`src/rtl/switch_cell_segmenter.sv`:
```
// Byte-stream to 64-byte cell segmenter feeding the switch core data and pointer FIFOs.
// Optional statistics counters are built when SEG_STATS_EN is defined.
//
// state | meaning
// IDLE  | waiting for a sop byte; stray bytes are discarded; s_ready follows !i_cell_bp
// FILL  | packing frame bytes into 128-bit words
// PAD   | writing zero words until the frame ends on a cell boundary
// PTR   | writing the pointer word for the finished frame
// DROP  | frame truncated; discarding bytes through eop, pointer issued on entry
module switch_cell_segmenter #(
    parameter int MAX_CELLS = 23
) (
    input  logic         clk,
    input  logic         rstn,
    input  logic         s_valid,
    output logic         s_ready,
    input  logic [7:0]   s_data,
    input  logic         s_sop,
    input  logic         s_eop,
    input  logic [3:0]   s_portmap,
    input  logic         i_cell_bp,
    output logic [127:0] o_cell_data_fifo_din,
    output logic         o_cell_data_fifo_wr,
    output logic [15:0]  o_cell_ptr_fifo_din,
    output logic         o_cell_ptr_fifo_wr,
`ifdef SEG_STATS_EN
    output logic [31:0]  o_frame_cnt,
    output logic [15:0]  o_trunc_cnt,
`endif
    output logic         o_trunc
);

    typedef enum logic [2:0] {
        S_IDLE = 3'd0,
        S_FILL = 3'd1,
        S_PAD  = 3'd2,
        S_PTR  = 3'd3,
        S_DROP = 3'd4
    } state_t;

    localparam logic [11:0] BYTE_LAST = 12'(MAX_CELLS * 64 - 1);

    state_t         state_q;
    logic [127:0]   pack_q;
    logic [127:0]   pack_d;
    logic [3:0]     byte_idx_q;
    logic [7:0]     word_cnt_q;
    logic [11:0]    byte_cnt_q;
    logic [3:0]     portmap_q;
    logic           ptr_pend_q;
    logic [127:0]   data_din_q;
    logic           data_wr_q;
    logic [15:0]    ptr_din_q;
    logic           ptr_wr_q;
    logic           trunc_q;
    logic           ready_c;
    logic           accept;
    logic [3:0]     idx_c;

    always_comb begin
        ready_c = 1'b0;
        unique case (state_q)
            S_IDLE:         ready_c = !i_cell_bp;
            S_FILL, S_DROP: ready_c = 1'b1;
            default:        ready_c = 1'b0;
        endcase
    end

    // Held low while reset is asserted so no byte is acknowledged during reset.
    assign s_ready = rstn & ready_c;
    assign accept  = s_valid & s_ready;

    // A sop byte always lands in byte 0 of a fresh word.
    always_comb begin
        pack_d = (state_q == S_IDLE) ? '0 : pack_q;
        idx_c  = (state_q == S_IDLE) ? 4'd0 : byte_idx_q;
        pack_d[{~idx_c, 3'b111} -: 8] = s_data;
    end

    always_ff @(posedge clk or negedge rstn) begin
        if (!rstn) begin
            state_q    <= S_IDLE;
            pack_q     <= '0;
            byte_idx_q <= '0;
            word_cnt_q <= '0;
            byte_cnt_q <= '0;
            portmap_q  <= '0;
            ptr_pend_q <= 1'b0;
            data_din_q <= '0;
            data_wr_q  <= 1'b0;
            ptr_din_q  <= '0;
            ptr_wr_q   <= 1'b0;
            trunc_q    <= 1'b0;
        end else begin
            data_wr_q <= 1'b0;
            ptr_wr_q  <= 1'b0;
            trunc_q   <= 1'b0;
            unique case (state_q)
                S_IDLE: begin
                    if (accept && s_sop) begin
                        portmap_q  <= s_portmap;
                        byte_cnt_q <= 12'd1;
                        if (s_eop) begin
                            data_din_q <= pack_d;
                            data_wr_q  <= 1'b1;
                            pack_q     <= '0;
                            byte_idx_q <= '0;
                            word_cnt_q <= 8'd1;
                            state_q    <= S_PAD;
                        end else begin
                            pack_q     <= pack_d;
                            byte_idx_q <= 4'd1;
                            word_cnt_q <= '0;
                            state_q    <= S_FILL;
                        end
                    end
                end
                S_FILL: begin
                    if (accept) begin
                        byte_cnt_q <= byte_cnt_q + 12'd1;
                        if (s_eop || byte_idx_q == 4'd15) begin
                            data_din_q <= pack_d;
                            data_wr_q  <= 1'b1;
                            pack_q     <= '0;
                            byte_idx_q <= '0;
                            word_cnt_q <= word_cnt_q + 8'd1;
                        end else begin
                            pack_q     <= pack_d;
                            byte_idx_q <= byte_idx_q + 4'd1;
                        end
                        // The limit is a multiple of 16 bytes, so the truncating byte always closes a word.
                        if (s_eop) begin
                            state_q <= S_PAD;
                        end else if (byte_cnt_q == BYTE_LAST) begin
                            trunc_q    <= 1'b1;
                            ptr_pend_q <= 1'b1;
                            state_q    <= S_DROP;
                        end
                    end
                end
                S_PAD: begin
                    if (word_cnt_q[1:0] != 2'd0) begin
                        data_din_q <= '0;
                        data_wr_q  <= 1'b1;
                        word_cnt_q <= word_cnt_q + 8'd1;
                    end else begin
                        state_q <= S_PTR;
                    end
                end
                S_PTR: begin
                    ptr_din_q <= {4'b0, portmap_q, 2'b0, word_cnt_q[7:2]};
                    ptr_wr_q  <= 1'b1;
                    state_q   <= S_IDLE;
                end
                S_DROP: begin
                    // Pointer follows the last data word by one cycle.
                    if (ptr_pend_q) begin
                        ptr_din_q  <= {4'b0, portmap_q, 2'b0, word_cnt_q[7:2]};
                        ptr_wr_q   <= 1'b1;
                        ptr_pend_q <= 1'b0;
                    end
                    if (accept && s_eop) begin
                        state_q <= S_IDLE;
                    end
                end
                default: state_q <= S_IDLE;
            endcase
        end
    end

    assign o_cell_data_fifo_din = data_din_q;
    assign o_cell_data_fifo_wr  = data_wr_q;
    assign o_cell_ptr_fifo_din  = ptr_din_q;
    assign o_cell_ptr_fifo_wr   = ptr_wr_q;
    assign o_trunc              = trunc_q;

`ifdef SEG_STATS_EN
    logic [31:0] frame_cnt_q;
    logic [15:0] trunc_cnt_q;

    always_ff @(posedge clk or negedge rstn) begin
        if (!rstn) begin
            frame_cnt_q <= '0;
            trunc_cnt_q <= '0;
        end else begin
            if (ptr_wr_q) frame_cnt_q <= frame_cnt_q + 32'd1;
            if (trunc_q)  trunc_cnt_q <= trunc_cnt_q + 16'd1;
        end
    end

    assign o_frame_cnt = frame_cnt_q;
    assign o_trunc_cnt = trunc_cnt_q;
`endif

endmodule

```
`config.mk`:
```
export PLATFORM = sky130hd
export DESIGN_NAME = switch_cell_segmenter
export DESIGN_NICKNAME = d
export VERILOG_FILES = /design/src/rtl/switch_cell_segmenter.sv
export SDC_FILE = /design/constraint.sdc
export NUM_CORES = 1
export LEC_CHECK = 0
export ABC_AREA = 1
export BUFFER_PORTS_ARGS = -buffer_cell sky130_fd_sc_hd__buf_2
export CELL_PAD_IN_SITES_DETAIL_PLACEMENT = 0
export CELL_PAD_IN_SITES_GLOBAL_PLACEMENT = 1
export CORE_MARGIN = 2
export CORE_UTILIZATION = 48
export CTS_BUF_LIST = sky130_fd_sc_hd__clkbuf_8
export DETAILED_ROUTE_END_ITERATION = 10
export GPL_ROUTABILITY_DRIVEN = 0
export PLACE_DENSITY = 0.95
export SYNTH_ARGS = -nofsm -noshare
export SYNTH_HDL_FRONTEND = slang
export SYNTH_SLANG_ARGS = --single-unit
```
`constraint.sdc`:
```
create_clock -name clk -period 5 [get_ports clk]
set_input_delay 0.5 -clock clk [delete_from_list [all_inputs] [get_ports clk]]
set_output_delay 0.5 -clock clk [all_outputs]
set_load 0.05 [all_outputs]
```
==> run summary, run 1 <==
Die height -> 178 um
Compound-Gate Fraction of Synth Area -> 5.88%
Final Skew -> 25.7 ps
Total placed instance area -> 15200 um2
Multiplexer share of the synthesized area -> 0.389%
Crit-path cells -> nor2_2 -> nand2_4 -> inv_2 -> nand2_1 -> nand3_1 -> nor2_4 -> buf_4 -> buf_4 -> nand3_1 -> nand2_1
Max stage delay on crit path -> 780 ps
Worst slew margin -> 30.5%
Vias/cell -> 5.19
WHS -> -9.86 ps
Chip width -> 178 um
Most frequent cells in the layout -> nand2_1 (953), dfrtp_1 (301), nand3_1 (167), buf_2 (158), o21ai_0 (136)
Synthesized area -> 14500 um2
Share of post-route cells with drive strength above 1 -> 14.0%
ANT cells -> 0
Number of buffers added on ports -> 159
Cells after Synth -> 1887
Pleak -> 8.82 nW
Max Fclk -> 281 MHz
Avg Cell Area, Syn -> 7.67 um2
Worst reg2reg startpoint -> state_q[0]
Beginning of the critical path -> state_q[0]
Synth warn -> 0
Area Overhead vs Synth -> 11.9%
Initial Utilization -> 48.9%
Worst path depth -> 10
IO Pins -> 166
Setup TNS -> 0 ps
Post-DP HPWL -> 23200 um
Most common cell after layout, fill and taps aside -> nand2_1
#FFs+latches synth -> 301
Pin count of the biggest net entering global routing -> 121
Adder-cell area share of the yosys netlist -> 0.346%
Hold Buf Count CTS -> 0
Worst-path clk slew -> 60 ps
Clock Tree Buf Depth -> 3
Post-DR wirelength/cell -> 16.0 um
First-pass GRT wire length -> 62300 um
Rows -> 63
Largest family of logic cells by synthesized area -> simple AND/OR/NAND/NOR gates
Finished Cell Area -> 16200 um2
Core ar. -> 29600 um2
Fill count -> 2842
Min Tclk post-route -> 3550 ps
CP arrival -> 4060 ps
Clock Latency Late Sink -> 590 ps
Antenna violations before repair -> 0
Clk sink count -> 301
Pins Over Slew Limit -> 0
Seq/Total Area, Yosys -> 52.0%
Max_cap viols -> 0
Final period utilization -> 71.0%
Vias in the first global route -> 11800
CP top delay family -> buffers and inverters
Post-Synth XOR/XNOR Area -> 0.544%
Synth unique cells -> 33
Nets -> 2014
Num CTS Buffers -> 48
Drt initial violations -> 1188
DR pass1 iterations -> 5
Worst-case reg-to-reg path depth -> 10
P per Cell Area -> 495 nW/um2
Drc violations -> 0
Final Hold Viols -> 6
# Post-CTS Setup Buffers -> 0
Post-detailed-route count of antenna-violating nets -> 0
Die footprint -> 31600 um2
Final setup fails -> 0
Crit Path Max Fanout -> 74
Root buffer cell -> clkbuf_8
Htree depth -> 2
WL final -> 38600 um
Vias -> 12500
Gr usage total -> 24.7%
Grt ovf -> 0
Failing checks -> hold timing
Simple-gate portion of the synthesized area -> 34.7%
Hold WC Path Type -> primary input to async pin
Worst Path Buf+Inv -> 3
Tightest Pin Transition -> 1040 ps
CTS tree -> done
Worst EP required -> 5510 ps
Total Power -> 8.02 mW
RSZ-0062 raised after global routing -> no
Worst vdd ir -> 0.264 mV
WS Path Type -> flop to flop
Crit path max-delay cell type -> buf_4
Status -> finished with violations
Crit end category -> flop
CP Launch Type -> flop
CTS resizes -> 0
==> flip-flops by register name, summed over array words and instances, names as in the netlist <==
signal                flops
word_cnt_q                8
o_cell_data_fifo_din    128
portmap_q                 4
o_trunc                   1
byte_idx_q                4
o_cell_ptr_fifo_wr        1
ptr_pend_q                1
o_cell_data_fifo_wr       1
byte_cnt_q               12
state_q                   3
pack_q                  128
o_cell_ptr_fifo_din      10
==> final timing paths <==
path | endpoint | slack, ps
max in group asynchronous | pack_q[30] | 2860
hold / removal | o_cell_ptr_fifo_wr | -10
hold reg to reg | o_cell_data_fifo_din[6] | 470
setup reg to reg | o_cell_data_fifo_din[54] | 1450
min in group clk | portmap_q[0] | 200
setup / recovery | o_cell_data_fifo_din[54] | 1450
==> routing by layer <==
layer  GRT usage (%)  share of wire (%)
met5               0                  0
met4            8.50                2.9
met3            4.69                6.7
met2            38.6                 45
met1            34.5                 45
==> synthesized netlist by cell type (all sizes together) <==
master | number | share of area (%)
o31ai | 1 | 0.052
mux2 | 5 | 0.39
inv | 56 | 1.5
o211ai | 1 | 0.052
nand3b | 2 | 0.10
nor2 | 66 | 2.5
nand3 | 167 | 5.8
o21ai | 156 | 5.4
clkinv | 1 | 0.026
or2 | 2 | 0.086
a21oi | 11 | 0.38
conb | 1 | 0.026
clkbuf | 28 | 0.73
dfrtp | 301 | 52
xor2 | 9 | 0.54
nor3 | 12 | 0.45
nand2 | 958 | 25
ha | 4 | 0.35
nand4 | 12 | 0.73
buf | 94 | 3.9
==> report_power, final <==
part           total [mW]  internal (mW)  switching (mW)  leakage, nW
clock network        2.12           1.14           0.979        0.549
registers            2.99           2.77           0.221         4.15
logic                2.91          0.527            2.39         4.11
==> cell families (layout without fill, tap and decap cells) <==
| logic type | count (synthesis) | count (layout) |
|---|---|---|
| compound gates | 169 | 169 |
| xor+xnor | 9 | 9 |
| fa+ha+maj | 4 | 4 |
| buf+inv | 179 | 311 |
| flops | 301 | 301 |
| mux | 5 | 5 |
| other cells | 1 | 6 |
| simple gates | 1219 | 1219 |
==> area by class of cell <==
cell class	instances	area, um2	area share [%]
multi-input cells	1412	6100	37.6
inverters	57	221	1.37
flip-flops and latches	301	7530	46.5
repair buffers	172	903	5.57
well taps	390	488	3.01
clock inverters	18	86.3	0.533
clock buffers	64	881	5.43
==> per-stage QoR <==
step / setup slack [ps] / util [%] / std cells
floorplan: 2820 / - / 1892
detailed placement: 1410 / 51.4 / 2332
global placement: 1510 / 51.4 / 2332
finish: 1450 / 54.7 / 2414
CTS: 1490 / 54.7 / 2414
global route: 1190 / 54.7 / 2414
(Power assumes the default switching activity.)
==> run 2, diff against run 1 <==
--- a/config.mk
+++ b/config.mk
@@ -10,11 +10,11 @@
 export CELL_PAD_IN_SITES_DETAIL_PLACEMENT = 0
 export CELL_PAD_IN_SITES_GLOBAL_PLACEMENT = 1
 export CORE_MARGIN = 2
-export CORE_UTILIZATION = 48
+export CORE_UTILIZATION = 40
 export CTS_BUF_LIST = sky130_fd_sc_hd__clkbuf_8
 export DETAILED_ROUTE_END_ITERATION = 10
 export GPL_ROUTABILITY_DRIVEN = 0
-export PLACE_DENSITY = 0.95
+export PLACE_DENSITY = 0.87
 export SYNTH_ARGS = -nofsm -noshare
 export SYNTH_HDL_FRONTEND = slang
 export SYNTH_SLANG_ARGS = --single-unit
==> constraint.sdc (replaced) <==
create_clock -name clk -period 3.2 [get_ports clk]
set_input_delay 0.32 -clock clk [delete_from_list [all_inputs] [get_ports clk]]
set_output_delay 0.32 -clock clk [all_outputs]
set_load 0.05 [all_outputs]
==> run summary, run 2 (synthesis gave the netlist of run 1 again) <==
Status -> complete, no violations (was finished with violations)
Final setup fails -> 0 (unchanged)
Final Skew -> 19.9 ps (was 25.7 ps)
CP arrival -> 3260 ps (was 4060 ps)
Gate power share -> 36.5% (was 36.3%)
Clock power frac -> 28.0% (was 26.4%)
Number of buffers added on ports -> 159 (unchanged)
Nets -> 2031 (was 2014)
Most frequent cells in the layout -> nand2_1 (953), dfrtp_1 (301), nand3_1 (167), buf_2 (158), o21ai_0 (136) (unchanged)
Crit Path Max Fanout -> 30 (was 74)
Internal power -> 7.40 mW (was 4.44 mW)
Net Sw Power -> 5.81 mW (was 3.59 mW)
Worst slew margin -> 38.6% (was 30.5%)
Post-detailed-route count of antenna-violating nets -> 0 (unchanged)
CTS resizes -> 0 (unchanged)
Vias in the first global route -> 12200 (was 11800)
Antenna violations before repair -> 0 (unchanged)
Setup TNS -> 0 ps (unchanged)
Hold WC Path Type -> primary input to flop (was primary input to async pin)
Pins Over Slew Limit -> 0 (unchanged)
Most common cell after layout, fill and taps aside -> nand2_1 (unchanged)
CP Launch Type -> flop (unchanged)
WS Path Type -> flop to flop (unchanged)
Share of power burned in registers -> 35.5% (was 37.3%)
Worst Path Buf+Inv -> 1 (was 3)
CP top delay family -> simple AND/OR/NAND/NOR gates (was buffers and inverters)
Tightest Pin Transition -> 920 ps (was 1040 ps)
Sw Ratio -> 44.0% (was 44.7%)
Max stage delay on crit path -> 500 ps (was 780 ps)
Crit path max-delay cell type -> dfrtp_1 (was buf_4)
Final period utilization -> 85.8% (was 71.0%)
Root buffer cell -> clkbuf_8 (unchanged)
Pleak -> 9.01 nW (was 8.82 nW)
Core ar. -> 35600 um2 (was 29600 um2)
Area Overhead vs Synth -> 15.2% (was 11.9%)
Gr usage total -> 21.5% (was 24.7%)
Crit end category -> flop (unchanged)
R2R setup slack -> 450 ps (was 1450 ps)
First-pass GRT wire length -> 66300 um (was 62300 um)
Post-DR wirelength/cell -> 16.1 um (was 16.0 um)
RSZ-0062 raised after global routing -> no (unchanged)
Vias -> 12600 (was 12500)
Rows -> 69 (was 63)
WL final -> 40500 um (was 38600 um)
Share of post-route cells with drive strength above 1 -> 14.8% (was 14.0%)
Initial Utilization -> 40.7% (was 48.9%)
# Post-CTS Setup Buffers -> 0 (unchanged)
Clk sink count -> 301 (unchanged)
Util after Layout -> 46.9% (was 54.7%)
Post-DP HPWL -> 24700 um (was 23200 um)
Die height -> 194 um (was 178 um)
Fill count -> 3540 (was 2842)
DR pass1 iterations -> 5 (unchanged)
Max_cap viols -> 0 (unchanged)
DP Worst Slack -> 594 ps (was 1410 ps)
Htree depth -> 2 (unchanged)
Die footprint -> 37700 um2 (was 31600 um2)
Chip width -> 194 um (was 178 um)
IO Pins -> 166 (unchanged)
Vias/cell -> 5.01 (was 5.19)
CTS tree -> done (unchanged)
P per Cell Area -> 792 nW/um2 (was 495 nW/um2)
Clock Latency Late Sink -> 600 ps (was 590 ps)
Num CTS Buffers -> 53 (was 48)
Max Fclk -> 364 MHz (was 281 MHz)
Drc violations -> 0 (unchanged)
Worst-path clk slew -> 60 ps (about the same)
Final setup margin -> 453 ps (was 1450 ps)
Drt initial violations -> 869 (was 1188)
Crit-path cells -> nor2_2 -> nand2_4 -> buf_4 -> nand3_1 -> nor2_1 -> o21ai_0 -> nor2_1 -> nand2_1 -> nand2_1 (was nor2_2 -> nand2_4 -> inv_2 -> nand2_1 -> nand3_1 -> nor2_4 -> buf_4 -> buf_4 -> nand3_1 -> nand2_1)
ANT cells -> 0 (unchanged)
Final Hold Viols -> 0 (was 6)
Worst EP required -> 3710 ps (was 5510 ps)
Pin count of the biggest net entering global routing -> 140 (was 121)
Min Tclk post-route -> 2750 ps (was 3550 ps)
Worst vdd ir -> 0.694 mV (was 0.264 mV)
Clock Tree Buf Depth -> 3 (unchanged)
Grt ovf -> 0 (unchanged)
==> run 2: cell count changes in the layout (fill, tap and decap cells not counted) <==
cell / previous run / this run
dlygate4sd3_1: 0 / 4
inv_6: 3 / 0
clkinvlp_4: 0 / 1
bufinv_16: 0 / 2
clkinv_2: 3 / 11
buf_4: 13 / 11
buf_12: 0 / 10
inv_1: 62 / 66
clkbuf_8: 64 / 68
==> run 2: power groups by stage <==
stage	combinational [mW]	sequential [mW]	clock, mW
finish	4.82	4.69	3.69
CTS	4.85	4.69	3.80
global route	5.23	4.76	3.97
detailed placement	4.83	4.75	0
floorplan	2.59	5.67	0
global placement	4.80	4.73	0
==> run 2: cell type report <==
class	count	area, um2	share of cell area (%)
flip-flops and latches	301	7530	45.2
multi-input cells	1412	6100	36.6
repair buffers	184	1130	6.77
clock buffers	68	936	5.61
well taps	461	577	3.46
inverters	57	221	1.33
clock inverters	30	183	1.10
==> run 2: worst min-delay path: cells and delay by family <==
kind                   cells  cell delay [ps]
buffers and inverters      2              160
AO/OA/AOI/OAI              1              100
==> run 2: repair_timing <==
action	CTS	global route
hold endpoints to repair	33	0
setup endpoints to repair	0	0
hold buffers	4	0
==> run 2: worst paths after layout <==
check	start	end	cells after the start
max	state_q[0]	o_cell_data_fifo_din[4]	9
min	s_portmap[0]	portmap_q[0]	3
max reg2reg	state_q[0]	o_cell_data_fifo_din[4]	9
min reg2reg	o_cell_data_fifo_din[112]	o_cell_data_fifo_din[112]	2
max in group asynchronous	rstn	pack_q[39]	3
min in group asynchronous	rstn	o_cell_data_fifo_din[10]	2
==> run 2: metrics by stage <==
step	area, um2	cells	hold WS, ps	total power, mW
CTS	16700	2513	36.3	13.3
floorplan	14500	1892	24.4	8.26
global route	16700	2513	38.0	14.0
finish	16700	2513	65.1	13.2
detailed placement	15500	2411	207	9.58
global placement	15500	2411	203	9.53
==> run 2: routing by layer <==
| layer | global-route usage, % | vias up | share of wire, % |
|---|---|---|---|
| li1 | - | 6195 | - |
| met1 | 30.6 | 5956 | 48 |
| met2 | 34.1 | 369 | 45 |
| met3 | 3.67 | 61 | 5.4 |
| met4 | 5.70 | 0 | 2.0 |
| met5 | 0 | - | 0 |
==> run 3, diff against run 2 <==
--- a/config.mk
+++ b/config.mk
@@ -9,12 +9,12 @@
 export BUFFER_PORTS_ARGS = -buffer_cell sky130_fd_sc_hd__buf_2
 export CELL_PAD_IN_SITES_DETAIL_PLACEMENT = 0
 export CELL_PAD_IN_SITES_GLOBAL_PLACEMENT = 1
-export CORE_MARGIN = 2
-export CORE_UTILIZATION = 40
+export CORE_MARGIN = 4
+export CORE_UTILIZATION = 45
 export CTS_BUF_LIST = sky130_fd_sc_hd__clkbuf_8
 export DETAILED_ROUTE_END_ITERATION = 10
 export GPL_ROUTABILITY_DRIVEN = 0
-export PLACE_DENSITY = 0.87
+export PLACE_DENSITY = 0.92
 export SYNTH_ARGS = -nofsm -noshare
 export SYNTH_HDL_FRONTEND = slang
 export SYNTH_SLANG_ARGS = --single-unit
==> constraint.sdc (replaced) <==
create_clock -name clk -period 2.9 [get_ports clk]
set_input_delay 0.29 -clock clk [delete_from_list [all_inputs] [get_ports clk]]
set_output_delay 0.29 -clock clk [all_outputs]
set_load 0.05 [all_outputs]
==> run summary, run 3 (synthesis gave the netlist of run 1 again) <==
Vias in the first global route -> 12400 (was 12200)
Nets -> 2033 (was 2031)
R2R setup slack -> 500 ps (was 450 ps)
Min Tclk post-route -> 2420 ps
Worst reg2reg startpoint -> byte_idx_q[0] (was state_q[0])
IO Pins -> 166 (unchanged)
Post-detailed-route count of antenna-violating nets -> 0 (unchanged)
Area Overhead vs Synth -> 14.5% (was 15.2%)
Gr usage total -> 22.4% (was 21.5%)
Chip width -> 187 um (was 194 um)
CTS tree -> done (unchanged)
Post-DP HPWL -> 23900 um (was 24700 um)
Status -> complete, no violations (unchanged)
Final setup fails -> 0 (unchanged)
Gate power share -> 36.0% (was 36.5%)
Final Skew -> 15.4 ps (was 19.9 ps)
Final Hold Viols -> 0 (unchanged)
Worst EP required -> 2610 ps (was 3710 ps)
Antenna violations before repair -> 0 (unchanged)
RR Endpoint -> o_cell_data_fifo_din[57] (was o_cell_data_fifo_din[4])
Worst-path clk slew -> 60 ps (about the same)
Crit Path Max Fanout -> 9 (was 30)
WS Path Type -> flop to output pin (was flop to flop)
Most frequent cells in the layout -> nand2_1 (953), dfrtp_1 (301), nand3_1 (167), buf_2 (158), o21ai_0 (136) (unchanged)
ANT cells -> 0 (unchanged)
Worst slew margin -> 33.4% (was 38.6%)
CP Launch Type -> flop (unchanged)
Root buffer cell -> clkbuf_8 (unchanged)
Clock Latency Late Sink -> 600 ps (about the same)
Vias/cell -> 5.17 (was 5.01)
Initial Utilization -> 45.8% (was 40.7%)
P per Cell Area -> 869 nW/um2 (was 792 nW/um2)
End point of the critical path -> s_ready (was o_cell_data_fifo_din[4])
Core ar. -> 31600 um2 (was 35600 um2)
CP arrival -> 2130 ps (was 3260 ps)
Share of power burned in registers -> 35.8% (was 35.5%)
Setup TNS -> 0 ps (unchanged)
Die footprint -> 35100 um2 (was 37700 um2)
Net Sw Power -> 6.29 mW (was 5.81 mW)
RSZ-0062 raised after global routing -> no (unchanged)
Pin count of the biggest net entering global routing -> 180 (was 140)
Max Fclk -> 414 MHz
Htree depth -> 2 (unchanged)
DR pass1 iterations -> 5 (unchanged)
WHS -> 107 ps (was 65.1 ps)
Sw Ratio -> 43.6% (was 44.0%)
CTS resizes -> 0 (unchanged)
WL final -> 39200 um (was 40500 um)
Pins Over Slew Limit -> 0 (unchanged)
Most common cell after layout, fill and taps aside -> nand2_1 (unchanged)
Pleak -> 8.99 nW (was 9.01 nW)
Drc violations -> 0 (unchanged)
Vias -> 12700 (was 12600)
Tightest Pin Transition -> 998 ps (was 920 ps)
Hold WC Path Type -> primary input to flop (unchanged)
Max_cap viols -> 0 (unchanged)
Worst vdd ir -> 0.773 mV (was 0.694 mV)
Num CTS Buffers -> 52 (was 53)
Die height -> 187 um (was 194 um)
Crit end category -> output pin (was flop)
Total Power -> 14.4 mW (was 13.2 mW)
Worst-case reg-to-reg path depth -> 10 (was 9)
Final period utilization -> 83.4%
Post-DR wirelength/cell -> 16.0 um (was 16.1 um)
Number of buffers added on ports -> 159 (unchanged)
Internal power -> 8.12 mW (was 7.40 mW)
Grt ovf -> 0 (unchanged)
First-pass GRT wire length -> 65600 um (was 66300 um)
Clock Tree Buf Depth -> 3 (unchanged)
Beginning of the critical path -> state_q[2] (was state_q[0])
Drt initial violations -> 1174 (was 869)
Rows -> 65 (was 69)
Clk sink count -> 301 (unchanged)
Clock power frac -> 28.2% (was 28.0%)
Share of post-route cells with drive strength above 1 -> 14.9% (was 14.8%)
[run 3: power groups by stage]
| stage | registers (mW) | logic [mW] | clock network (mW) |
|---|---|---|---|
| final | 5.16 | 5.19 | 4.07 |
| after global routing | 5.23 | 5.67 | 4.36 |
| after CTS | 5.16 | 5.23 | 4.17 |
| after detailed placement | 5.23 | 5.22 | 0 |
| after global placement | 5.21 | 5.17 | 0 |
| after floorplan | 6.26 | 2.85 | 0 |
[run 3: what timing repair did]
item / CTS / global route
hold buffers: 5 / 0
endpoints found under the hold margin: 39 / 0
setup endpoints to repair: 0 / 0
setup buffers: 0 / 0
[run 3: final cells by class]
cell class	count	area, um2
Sequential cell	301	7530
Timing Repair Buffer	187	1120
Multi-Input combinational cell	1412	6100
Clock inverter	22	126
Tap cell	402	503
Fill cell	2971	15000
Inverter	57	221
Clock buffer	72	991
[run 3: worst max-delay path: stages (launching register included)]
cell and delay [ps]:
dfrtp_1 440, nor2_4 200, nand2_2 130, buf_4 210, a21oi_1 250, buf_2 310
[run 3: worst min path at each step]
stage               cells after the start                  endpoint  startpoint  slack (ps)
CTS                                     4                state_q[2]     s_valid          70
global placement                        1  o_cell_data_fifo_din[13]        rstn         200
detailed placement                      1  o_cell_data_fifo_din[13]        rstn         200
floorplan                               0             byte_cnt_q[0]        rstn          -6
global route                            4                state_q[2]     s_valid         110
finish                                  4                state_q[2]     s_valid         110
[run 3: per-stage QoR]
step	utilization, %	area (um2)	worst slack [ps]	instances
finish	52.4	16600	483	2453
global route	52.4	16600	306	2453
CTS	52.4	16600	484	2453
detailed placement	48.7	15400	513	2354
global placement	48.7	15400	542	2354
floorplan	-	14500	930	1892
[run 3: metal layers]
metal  vias up  part of all wire [%]  GRT usage [%]
li1       6198                     -              -
met1      6020                    45           31.5
met2       399                    47           36.4
met3        74                   6.2           3.62
met4         0                   2.4           6.27
met5         -                     0              0
